--- config.mk ---
export PLATFORM = sky130hd
export DESIGN_NAME = memory_port_arbiter
export DESIGN_NICKNAME = d
export VERILOG_FILES = /design/src/rtl/memory_port_arbiter.sv
export SDC_FILE = /design/constraint.sdc
export NUM_CORES = 1
export LEC_CHECK = 0
export BUFFER_PORTS_ARGS = -buffer_cell sky130_fd_sc_hd__buf_2
export CAP_MARGIN = 30
export CORE_UTILIZATION = 42
export DETAILED_ROUTE_END_ITERATION = 6
export MAX_ROUTING_LAYER = met4
export PLACE_DENSITY = 0.8
export SKIP_CTS_REPAIR_TIMING = 1
export SLEW_MARGIN = 20
export SYNTH_ARGS = -nofsm -noshare
export SYNTH_HDL_FRONTEND = slang
export SYNTH_SLANG_ARGS = --single-unit
--- constraint.sdc ---
create_clock -name clock -period 2.2 [get_ports clock]
set_input_delay 0 -clock clock [delete_from_list [all_inputs] [get_ports clock]]
set_output_delay 0 -clock clock [all_outputs]
set_load 0.1 [all_outputs]
--- src/rtl/memory_port_arbiter.sv ---
// Two-requester arbiter for the shared memory/stack address-value port: round-robin or
// fixed-priority grant (MEM_ARB_FIXED_PRIORITY_EN), bus locking, fixed-latency read return.

module memory_port_arbiter_resp #(
    parameter int DATA_W = 16
) (
    input  logic              clock,
    input  logic              reset,
    input  logic              hit,
    input  logic [DATA_W-1:0] rd,
    output logic              rvalid,
    output logic [DATA_W-1:0] rdata
);
    logic [DATA_W-1:0] held;

    always_ff @(posedge clock) begin
        if (reset)    held <= '0;
        else if (hit) held <= rd;
    end

    assign rvalid = hit;
    assign rdata  = hit ? rd : held;
endmodule

module memory_port_arbiter #(
    parameter int ADDR_W   = 16,
    parameter int DATA_W   = 16,
    parameter int LOCK_MAX = 8
) (
    input  logic              clock,
    input  logic              reset,
    input  logic              r0_req,
    input  logic              r0_lock,
    input  logic              r0_we,
    input  logic              r0_stack,
    input  logic [ADDR_W-1:0] r0_addr,
    input  logic [DATA_W-1:0] r0_wdata,
    output logic              r0_gnt,
    output logic              r0_rvalid,
    output logic [DATA_W-1:0] r0_rdata,
    input  logic              r1_req,
    input  logic              r1_lock,
    input  logic              r1_we,
    input  logic              r1_stack,
    input  logic [ADDR_W-1:0] r1_addr,
    input  logic [DATA_W-1:0] r1_wdata,
    output logic              r1_gnt,
    output logic              r1_rvalid,
    output logic [DATA_W-1:0] r1_rdata,
    output logic [ADDR_W-1:0] address,
    output logic [DATA_W-1:0] value,
    output logic              memory_store_enable,
    output logic              stack_store_enable,
    input  logic [DATA_W-1:0] at_memory,
    input  logic [DATA_W-1:0] at_stack
);
    localparam int STAGES = 2;
    localparam logic [7:0] LOCK_LAST = 8'(LOCK_MAX - 1);

    typedef enum logic [1:0] {FREE, OWN0, OWN1} state_t;
    typedef struct packed {
        logic id;
        logic we;
        logic stack;
    } tag_t;

    logic [1:0]             req, lock, we, stk, gnt, hit, rvalid;
    logic [1:0][ADDR_W-1:0] addr;
    logic [1:0][DATA_W-1:0] wdata, rdata;

    assign req   = {r1_req, r0_req};
    assign lock  = {r1_lock, r0_lock};
    assign we    = {r1_we, r0_we};
    assign stk   = {r1_stack, r0_stack};
    assign addr  = {r1_addr, r0_addr};
    assign wdata = {r1_wdata, r0_wdata};

    state_t     state, state_nxt;
    logic [7:0] lock_cnt, lock_cnt_nxt;
    logic       acc, sel, own;
    tag_t       tag0;
    logic [STAGES:1] vld_pipe;
    tag_t            tag_pipe [STAGES:1];

`ifndef MEM_ARB_FIXED_PRIORITY_EN
    logic rr_ptr, rr_nxt;
`endif

    assign own = (state == OWN1);

    always_comb begin
        gnt = '0;
        if (!reset) begin
            case (state)
                FREE: begin
                    if (&req) begin
`ifdef MEM_ARB_FIXED_PRIORITY_EN
                        gnt[0] = 1'b1;
`else
                        gnt[rr_ptr] = 1'b1;
`endif
                    end else begin
                        gnt = req;
                    end
                end
                OWN0:    gnt[0] = req[0];
                OWN1:    gnt[1] = req[1];
                default: gnt = '0;
            endcase
        end
    end

    assign acc  = |gnt;
    assign sel  = gnt[1];
    assign tag0 = '{id: sel, we: we[sel], stack: stk[sel]};

    always_comb begin
        state_nxt    = state;
        lock_cnt_nxt = lock_cnt;
`ifndef MEM_ARB_FIXED_PRIORITY_EN
        rr_nxt = rr_ptr;
        if (acc) rr_nxt = ~sel;
`endif
        case (state)
            FREE: begin
                // With LOCK_MAX=1 the first locked grant already exhausts the budget.
                if (acc && lock[sel] && LOCK_LAST != 8'd0) begin
                    state_nxt    = sel ? OWN1 : OWN0;
                    lock_cnt_nxt = 8'd1;
                end
            end
            OWN0, OWN1: begin
                if (gnt[own]) begin
                    if (!lock[own] || lock_cnt >= LOCK_LAST) begin
                        state_nxt    = FREE;
                        lock_cnt_nxt = 8'd0;
                    end else begin
                        lock_cnt_nxt = lock_cnt + 8'd1;
                    end
                end else if (!req[own] && !lock[own]) begin
                    state_nxt    = FREE;
                    lock_cnt_nxt = 8'd0;
                end
            end
            default: begin
                state_nxt    = FREE;
                lock_cnt_nxt = 8'd0;
            end
        endcase
    end

    always_ff @(posedge clock) begin
        if (reset) begin
            state               <= FREE;
            lock_cnt            <= 8'd0;
            vld_pipe            <= '0;
            address             <= '0;
            value               <= '0;
            memory_store_enable <= 1'b0;
            stack_store_enable  <= 1'b0;
`ifndef MEM_ARB_FIXED_PRIORITY_EN
            rr_ptr              <= 1'b0;
`endif
        end else begin
            state               <= state_nxt;
            lock_cnt            <= lock_cnt_nxt;
            vld_pipe            <= {vld_pipe[STAGES-1:1], acc};
            memory_store_enable <= acc & tag0.we & ~tag0.stack;
            stack_store_enable  <= acc & tag0.we & tag0.stack;
            if (acc) begin
                address <= addr[sel];
                value   <= wdata[sel];
            end
`ifndef MEM_ARB_FIXED_PRIORITY_EN
            rr_ptr <= rr_nxt;
`endif
        end
    end

    // Tags travel alongside vld_pipe so each response returns to its own issuer.
    always_ff @(posedge clock) begin
        tag_pipe[1] <= tag0;
        for (int s = 2; s <= STAGES; s++) tag_pipe[s] <= tag_pipe[s-1];
    end

    logic [DATA_W-1:0] rd_mux;
    assign rd_mux = tag_pipe[STAGES].stack ? at_stack : at_memory;

    for (genvar n = 0; n < 2; n++) begin : g_hit
        assign hit[n] = vld_pipe[STAGES] & ~tag_pipe[STAGES].we & (tag_pipe[STAGES].id == 1'(n));
    end

    memory_port_arbiter_resp #(.DATA_W(DATA_W)) u_resp [1:0] (
        .clock  (clock),
        .reset  (reset),
        .hit    (hit),
        .rd     (rd_mux),
        .rvalid (rvalid),
        .rdata  (rdata)
    );

    assign r0_gnt    = gnt[0];
    assign r1_gnt    = gnt[1];
    assign r0_rvalid = rvalid[0];
    assign r1_rvalid = rvalid[1];
    assign r0_rdata  = rdata[0];
    assign r1_rdata  = rdata[1];
endmodule

==> flow_summary.json <==
{
  "outcome": "finished, violations left",
  "violations": "negative hold slack",
  "initial_utilization_pct": 44.0,
  "hold_path.startpoint": "r1_addr[2]",
  "maxCapViolCount": 0,
  "post-route-drc-count": 0,
  "leakagePower_nw": 2.77,
  "die_x_microns": 95.5,
  "pre_cts_slack_ns": -0.00464,
  "drtIter0Drc": 165,
  "portBuffers": 175,
  "path_max_fanout": 5,
  "cts.sinks": 85,
  "antenna_found_initial": 0,
  "hold_slack_ns": -0.0323,
  "multi_input_area_sq_um": 2080,
  "fin_ws_ns": 0.00561,
  "async_reset_ff_share_pct": 0,
  "avgSynthCellArea_sq_um": 9.12,
  "synthToLayoutAreaGrowth_pct": 62.9,
  "grt_setup_unrepaired": "yes",
  "finalCritPeriodShare_pct": 99.7,
  "p_seq_share_pct": 29.8,
  "ys_warn_count": 0,
  "clockRootBuffer": "clkbuf_8",
  "vias": 3718,
  "rows": 33,
  "final_antenna_net_count": 0,
  "insertedDiodeCount": 0,
  "nFillCells": 605,
  "io_pins": 176,
  "ff2ff_path_depth": 7,
  "syn_inst": 403,
  "clk_latency_ns": 0.34,
  "synth-seq-cells": 85,
  "startpoint_type": "flop",
  "r2r-start": "state[1]",
  "hold_path.class": "in2reg",
  "grt_pass1_wl_mm": 14.6,
  "path_class": "reg2reg",
  "crit_slowest_cell": "dfxtp_1",
  "drv_slew": 0,
  "worst-path-buf-inv": 1,
  "wl_per_cell_microns": 14.9,
  "track_usage_pct": 21.0,
  "synth.distinct_cells": 40,
  "grt_pass1_vias": 3306,
  "die_y_microns": 95.5,
  "layout-drive-gt1-share_pct": 39.2,
  "setup_viol": 0,
  "p_int_w": 0.00333,
  "core_sq_um": 8340,
  "fin_crit_ns": 2.19,
  "max_freq_mhz": 456,
  "max-slew-margin-rel_pct": 66.4,
  "vdd_drop_max_uv": 625,
  "regArea_sq_um": 1710,
  "power_switching_w": 0.00300,
  "pwr-share-clk_pct": 19.0,
  "crit_required_ns": 2.48,
  "end_kind": "flop",
  "fin_tns_setup_ns": 0,
  "critPathMaxStageDelay_ns": 0.41,
  "ys_seq_area_share_pct": 46.3,
  "clock_skew_ns": 0.0106,
  "reg2reg_to": "lock_cnt[7]",
  "hold_violations": 8,
  "swShare_pct": 47.4,
  "synth_edf_count": 0,
  "grt_max_degree": 68,
  "place_congestion": 0.940,
  "rrSetupSlack_ns": 0.006,
  "clk_path_buf_depth": 2,
  "syn-num-nets": 514,
  "nets": 724,
  "synth_area_sq_um": 3670,
  "first_pass_iters": 4,
  "routed_wirelength_mm": 10.7,
  "powerDensity_nw_per_um2": 1060,
  "holdPathEnd": "address[2]",
  "path_delay_family": "compound AO/OA/AOI/OAI gates",
  "clk_pin_slew_ns": 0.09,
  "combPwrFrac_pct": 51.3,
  "overflow": 0,
  "ys.flop_type": "dfxtp_1",
  "cts_tree": "built",
  "die_area_sq_um": 9120,
  "crit_chain": "inv_1, ha_2, nor4b_1, o2111ai_1, nor3_2, o31ai_4, o21ba_1",
  "min_path_cells": 3,
  "worst_pin_slew_ns": 0.490,
  "place_hpwl_mm": 7.12,
  "via_per_inst": 5.14,
  "htreeDepth": 3,
  "cp.arrival_ns": 2.48,
  "cts_made_buffers": 9
}
## area by class of cell
cell class,count,area share [%]
multi-input combinational,282,34.8
clock buffer,11,2.20
sequential,85,28.5
tap,105,2.20
timing repair buffer,225,30.1
clock inverter,5,1.40
inverter,10,0.857
## cells by family (layout without fill, tap and decap cells)
family                     Yosys count  after routing  synth area share [%]
DFF                                 85             85                  46.3
AOI/OAI and AO/OA                   89             89                  15.9
adders and majority gates            5              5                  1.70
and+or+nand+nor                    136            136                  18.1
muxes                               52             52                  14.2
buffers and inverters               36            251                  3.81
## state kept, by name, indices dropped and copies added (netlist names)
name / count
u_resp.held: 32
address: 16
value: 16
lock_cnt: 8
tag_pipe: 6
state: 2
vld_pipe: 2
memory_store_enable: 1
rr_ptr: 1
stack_store_enable: 1
## worst min-delay path, delay by kind of cell
kind | cells | cell delay (ns)
buffers and inverters | 1 | 0.11
AND/OR/NAND/NOR | 1 | 0.10
AO/OA/AOI/OAI | 1 | 0.05
## through the flow
stage / utilization, % / power [W] / cells / cell area [sq um] / hold WS (ns)
floorplan: - / 0.00431 / 403 / 3890 / 0.132
global placement: 63.9 / 0.00497 / 667 / 5330 / 0.234
detailed placement: 63.9 / 0.00503 / 667 / 5330 / 0.253
CTS: 66.5 / 0.00623 / 683 / 5550 / -0.102
global route: 71.8 / 0.00659 / 723 / 5980 / 0.00504
finish: 71.8 / 0.00633 / 723 / 5980 / -0.0323
## metal layers
metal  track usage (%)  wire length [microns]  part of all wire, %  up-vias
met5                 -                      0                    0        -
met4              9.20                    261                  2.4        0
met3              4.31                    712                  6.6       29
met2              35.7                   5420                   50      175
met1              23.8                   4350                   41     1684
li1                  -                      -                    -     1830
## layout by cell type, fill, tap and decap left out, types with 7 or more instances in the layout
cell type      netlist  routed
a211oi_1            34      33
a21oi_4              0      10
and2_1              33      33
buf_12               0      30
buf_2                4     147
buf_4                0       7
clkbuf_8             0       9
dfxtp_1             85      84
dlygate4sd3_1        0      40
inv_1                8       7
mux2i_1             52      52
nand2_1             26      26
nor2_1              55      54
o21ai_2              0      10
## how the worst max path moves through the flow
stage	start	endpoint	slack, ns	depth (start not counted)
finish	state[1]	lock_cnt[7]	0.006	7
global route	state[1]	lock_cnt[7]	-0.12	7
CTS	state[0]	lock_cnt[7]	-0.01	8
detailed placement	state[0]	stack_store_enable	-0.005	7
global placement	state[0]	lock_cnt[7]	0.08	8
floorplan	tag_pipe[2][1]	u_resp[1].held[3]	-0.42	4
## cells in the mapped netlist (all sizes together) (2+ instances only)
library cell	n	area share [%]
and2	33	5.6
buf	5	0.65
a211oi	34	6.9
mux2i	52	14
dfxtp	85	46
nand2	26	2.7
clkbuf	21	2.1
o21ai	22	3.0
o31ai	2	0.54
ha	5	1.7
nor3b	3	0.61
o2111ai	2	0.48
or3b	2	0.48
and3	3	0.51
nor2	55	5.6
a31oi	3	0.51
a21oi	20	2.7
nor3	2	0.27
nor2b	2	0.34
inv	9	0.92
## power by group through the flow
stage | Combinational, W | Clock, W | Sequential (W)
5_1_grt | 0.00340 | 0.00129 | 0.00191
3_5_place_dp | 0.00313 | 0 | 0.00190
6_report | 0.00325 | 0.00120 | 0.00188
2_1_floorplan | 0.00146 | 0 | 0.00285
3_3_place_gp | 0.00307 | 0 | 0.00190
4_1_cts | 0.00313 | 0.00122 | 0.00187
(Power assumes the default switching activity.)
